`src/rtl/bsg_piso_reset_en.sv`:
```
// rtl/bsg_piso_reset_en.sv - parallel-in serial-out transmitter, optional macro BSG_PISO_MSB_FIRST_EN
module bsg_piso_reset_en #(
    parameter int width_p = 4,
    parameter int els_p   = 4
) (
    input  logic                       clk_i,
    input  logic                       reset_i,
    input  logic                       valid_i,
    input  logic [els_p*width_p-1:0]   data_i,
    output logic                       ready_o,
    output logic                       valid_o,
    output logic [width_p-1:0]         data_o,
    input  logic                       yumi_i,
    output logic                       last_o
);

    localparam int cnt_w = (els_p > 1) ? $clog2(els_p) : 1;
    localparam logic [cnt_w-1:0] last_cnt = cnt_w'(els_p - 1);

    localparam logic [0:0] st_idle = 1'b0;
    localparam logic [0:0] st_send = 1'b1;

    logic [0:0]               state_r;
    logic [cnt_w-1:0]         cnt_r;
    logic [els_p*width_p-1:0] data_r;
    logic [width_p-1:0]       chunk [els_p];
    logic [cnt_w-1:0]         sel;

    // Split the stored word into its chunks so the output mux is a plain array index
    always_comb begin
        for (int k = 0; k < els_p; k++) begin
            chunk[k] = data_r[k*width_p +: width_p];
        end
    end

    // Pick which chunk the counter refers to; the counter itself always counts up
    always_comb begin
`ifdef BSG_PISO_MSB_FIRST_EN
        sel = last_cnt - cnt_r;
`else
        sel = cnt_r;
`endif
    end

    // All outputs come from registered state only, never from valid_i or yumi_i
    always_comb begin
        ready_o = (state_r == st_idle);
        valid_o = (state_r == st_send);
        data_o  = chunk[sel];
        last_o  = valid_o && (cnt_r == last_cnt);
    end

    // Load on the input handshake, advance on each consumed chunk, drop back to idle after the last
    always_ff @(posedge clk_i or posedge reset_i) begin
        if (reset_i) begin
            state_r <= st_idle;
            cnt_r   <= '0;
            data_r  <= '0;
        end else begin
            case (state_r)
                st_idle: begin
                    if (valid_i) begin
                        data_r  <= data_i;
                        cnt_r   <= '0;
                        state_r <= st_send;
                    end
                end
                default: begin
                    if (yumi_i) begin
                        if (cnt_r == last_cnt) begin
                            cnt_r   <= '0;
                            state_r <= st_idle;
                        end else begin
                            cnt_r <= cnt_r + cnt_w'(1);
                        end
                    end
                end
            endcase
        end
    end

`ifndef SYNTHESIS
    // The consumer may only take a chunk that is actually being offered
    yumi_needs_valid: assert property (@(posedge clk_i) disable iff (reset_i) !(yumi_i && !valid_o));
`endif

endmodule

```
`config.mk`:
```
export PLATFORM = sky130hd
export DESIGN_NAME = bsg_piso_reset_en
export DESIGN_NICKNAME = d
export VERILOG_FILES = /design/src/rtl/bsg_piso_reset_en.sv
export SDC_FILE = /design/constraint.sdc
export NUM_CORES = 1
export LEC_CHECK = 0
export BUFFER_PORTS_ARGS = -buffer_cell sky130_fd_sc_hd__buf_2
export CORE_MARGIN = 2
export CORE_UTILIZATION = 30
export CTS_CLUSTER_SIZE = 28
export DETAILED_ROUTE_END_ITERATION = 6
export PLACE_DENSITY_LB_ADDON = 0.3
export SLEW_MARGIN = 30
export SYNTH_ARGS = -nofsm -noshare
export SYNTH_HDL_FRONTEND = slang
export SYNTH_SLANG_ARGS = --single-unit
```
`constraint.sdc`:
```
create_clock -name clk_i -period 2.9 [get_ports clk_i]
set_input_delay 0.58 -clock clk_i [delete_from_list [all_inputs] [get_ports clk_i]]
set_output_delay 0.58 -clock clk_i [all_outputs]
set_load 0.005 [all_outputs]
```
# Word-level counts from Yosys, hierarchy flattened

Index checks and enable logic that the tools add are counted.

Reductions and logical operators: 4
Equality and inequality tests: 2
Multiplexer cells: 11
Magnitude comparators: 1
Add/sub/neg operators: 1
Bitwise operators: 2

Operators with widths:

| operator                                                       | count |
|---|---|
| 4-bit binary-select mux with 2-bit select                      | 1 |
| 2-bit 2-to-1 mux                                               | 4 |
| 4-bit 2-to-1 mux                                               | 2 |
| 1-bit 2-to-1 mux                                               | 4 |
| 2-bit AND reduction                                            | 2 |
| 3-bit greater-or-equal comparator (second input constant)      | 1 |
| 2-bit NOT with 3-bit output                                    | 1 |
| 2-bit by 1-bit adder with 2-bit output (second input constant) | 1 |
| 2-bit == test (second input constant)                          | 1 |
| 2-bit inequality test (second input constant)                  | 1 |
| 2-bit nonzero test                                             | 1 |
| 1-bit logical AND                                              | 1 |
| 1-bit NOT                                                      | 1 |

Flip-flop bits (word level): 19
Logic and storage cells: 24
Input port bits: 20
Output and inout bits: 7

# Longest topological paths before layout

Depth after elaboration: 4
Mapped depth: 5
Gate-level depth less buffers: 2

# Least setup slack after synthesis

No wires, ideal clock.

Path kind: reg-to-output
Start: register cnt_r[0]
End: output port data_o[2]
Cell stages (with the launch flop): 3
Arrival: 1008 ps
Path slack: 1312 ps
Required time: 2320 ps
Buffers on the path: 1
Cells stage by stage: dfrtp_1 buf_2 mux4_2

Longest elaborated chain between the ends: 4

RTL lines:

| what                                                 | RTL line | RTL |
|---|---|---|
| start: declaration                                   | 24       | `logic [cnt_w-1:0] cnt_r;` |
| start signal: assignment                             | 74       | `cnt_r <= cnt_r + cnt_w'(1);` |
| 2-bit NOT with 3-bit output (implied by the code)    | 49       | `data_o = chunk[sel];` |
| 4-bit binary-select mux with 2-bit select            | 49       |  |
| 4-bit 2-to-1 mux (implied by the code) (2 in series) | 49       |  |
| end: declaration                                     | 12       | `output logic [width_p-1:0] data_o,` |

Every way passes these cells. The select of a mux whose other input is x is not followed.

# Final worst setup path

Same ends and word-level chain as after synthesis.

==> flow_summary.ini <==
[layout]
drive_gt1_frac = 0.617
nFillCells = 277
syn_to_final_growth_pct = 16.3
final_nets = 103
fin_util = 0.360
num_antenna_cells = 0

[setup_path]
r2r_end = data_r[14]$_DFFE_PP0P_
cp_top_family = flip-flops
critPathKind = flop to output pin
r2r_cells = 2
critical-path-max-stage-delay_ps = 550
crit_arrival_ps = 1510
cpMaxStageDelayCell = dfrtp_1
path_max_fanout = 7
reg2reg_from = valid_o$_DFF_PP0_
path_buf_inv = 1
ff2ff_setup_slack_ps = 1360
critPathLaunchType = flop
crit_chain = mux4_2 -> buf_2
critPathCaptureType = output pin
cp_data_required_time_ps = 2320

[sta]
final-hold-violation-count = 0
tightest_slew_ps = 704
skew_ps = 1.56
fmax_mhz = 478
slew_violations = 0
rsz0062_at_grt = no
final.setup.tns_ps = 0
period_share = 0.722
setup_viol = 0
slew_headroom = 0.530
setup_slack_ps = 806
fin_crit_ps = 2090
hold_slack_ps = 381

[yosys]
yosysSeqAreaShare = 0.516
synthAdderAreaFrac = 0.0136
synth.net_count = 76
yosysMostFrequentCell = dfrtp_1
synth_simple_gate_area_frac = 0.0326
synth_compound_area_frac = 0.0244
yosys.area_share.xor_xnor = 0.00950
synth_commonest_cells = dfrtp_1 (19), mux2_4 (10), mux2_2 (6)
synth_top_area_cell = dfrtp_1
synth_cells = 55
synthTopCellsByArea = dfrtp_1 (52%), mux2_4 (16%), mux4_2 (9.8%)
avgSynthCellArea_sq_um = 16.8
synthDistinctLibCells = 18
syn_area_sq_um = 922
synth_top_family_by_area = multiplexers
synth_mux_area_frac = 0.345
ys_seq_elements = 19
synth_edf_count = 0
synth_top_area_frac = 0.516
synthArstFlopShare = 1.00
synth_flop_cell = dfrtp_1
synth_warnings = 0

[global_route]
grt_pass1_vias = 619
antenna_found_initial = 0
grt_use_total = 0.109
grt-ovfl-total = 0
grt_start_max_net_pins = 20
grt_pass1_wl_um = 2790

[floorplan]
die_y_um = 59.4
floorplan.initialDensity = 0.310
die_x_um = 59.4
die_area_sq_mm = 0.00353
num_rows = 20
io_pins = 27
core_sq_mm = 0.00298

[clocking]
post_cts_resized = 0
holdBufCountCts = 0
cts_max_path_buffers = 2
cts-htree-levels = 1
cts.sinks = 19
postCtsSetupRepairBufs = 0
cts_buffers = 3
clk_latency_ps = 290
path_clk_slew_ps = 110
clock-root-buffer = clkbuf_4
cts_tree = done

[place]
dp_slack_ps = 1120
portBuffers = 26
dp_hpwl_um = 1220
place_congestion = 0.677

[pwr]
leakage_nw = 0.512
vdd_drop_max_mv = 0.311
p_per_area_mw_per_mm2 = 1010

[route]
vias = 519
drc_errors = 0
drt-total-wl_um = 1600
drtAntennaViolNets = 0
drt-initial-drc-count = 3
post_drt_wl_per_cell_um = 14.0
viasPerCell = 4.55
dr.pass1.iters = 4

[status]
status = complete, no violations

[worst_hold_path]
hold_path.class = input pin to asynchronous set/reset pin

[flow_run]
maxCapViolations = 0
[layer usage]
metal	up-vias	track usage	share of wire
met3	0	0.0284	0.068
met5	-	0	0
met1	255	0.140	0.44
met2	16	0.173	0.49
li1	248	-	-
met4	0	0.0487	0
[stage by stage]
stage / total power [W] / instances / cell area (sq um)
floorplan: 0.000854 / 55 / 922
global placement: 0.000954 / 110 / 1050
detailed placement: 0.000969 / 110 / 1050
CTS: 0.00111 / 114 / 1070
global route: 0.00118 / 114 / 1070
finish: 0.00108 / 114 / 1070
[layout by cell type, fill, tap and decap left out]
cell,instances
nor2_1,1
ha_1,1
xnor2_1,1
mux2i_1,1
mux4_2,4
and2_1,1
nand2b_1,1
clkbuf_4,3
clkbuf_1,1
inv_1,2
mux2_4,10
dfrtp_1,19
mux2_2,6
a32o_1,1
a31oi_1,1
o22ai_1,1
buf_2,26
nor2b_4,1
[worst max path at each step]
stage,end,from,cells after the start
final,data_o[2],cnt_r[0]$_DFFE_PP0P_,2
after CTS,data_o[2],cnt_r[0]$_DFFE_PP0P_,2
after global placement,data_o[3],cnt_r[0]$_DFFE_PP0P_,2
after detailed placement,data_o[2],cnt_r[0]$_DFFE_PP0P_,2
after global routing,data_o[3],cnt_r[0]$_DFFE_PP0P_,2
after floorplan,data_o[2],cnt_r[0]$_DFFE_PP0P_,2
[report_power, final]
part	switching, W	leakage [nW]	internal (W)	total, W
logic	0.000127	0.271	0.000318	0.000444
registers	0.000111	0.226	0.000396	0.000508
clock network	0.0000792	0.0150	0.0000534	0.000133
[cells by family (layout without fill, tap and decap cells)]
| kind of cell | count (synthesis) | after routing |
|---|---|---|
| compound gates | 3 | 3 |
| xor+xnor | 1 | 1 |
| fa+ha+maj | 1 | 1 |
| buf+inv | 6 | 32 |
| flops | 19 | 19 |
| mux | 21 | 21 |
| simple gates | 4 | 4 |
[area by class of cell]
cell class	instances	area, sq um	area share
Tap cell	33	41.3	0.0385
Clock buffer	4	26.3	0.0245
Inverter	2	7.51	0.00700
Sequential cell	19	475	0.443
Timing Repair Buffer	26	130	0.121
Multi-Input combinational cell	30	392	0.365
[sequential cells by signal, summed over array words and instances (netlist names)]
name and flops:
cnt_r 2, data_r 16, valid_o 1
Power figures use the tool's default switching activity.
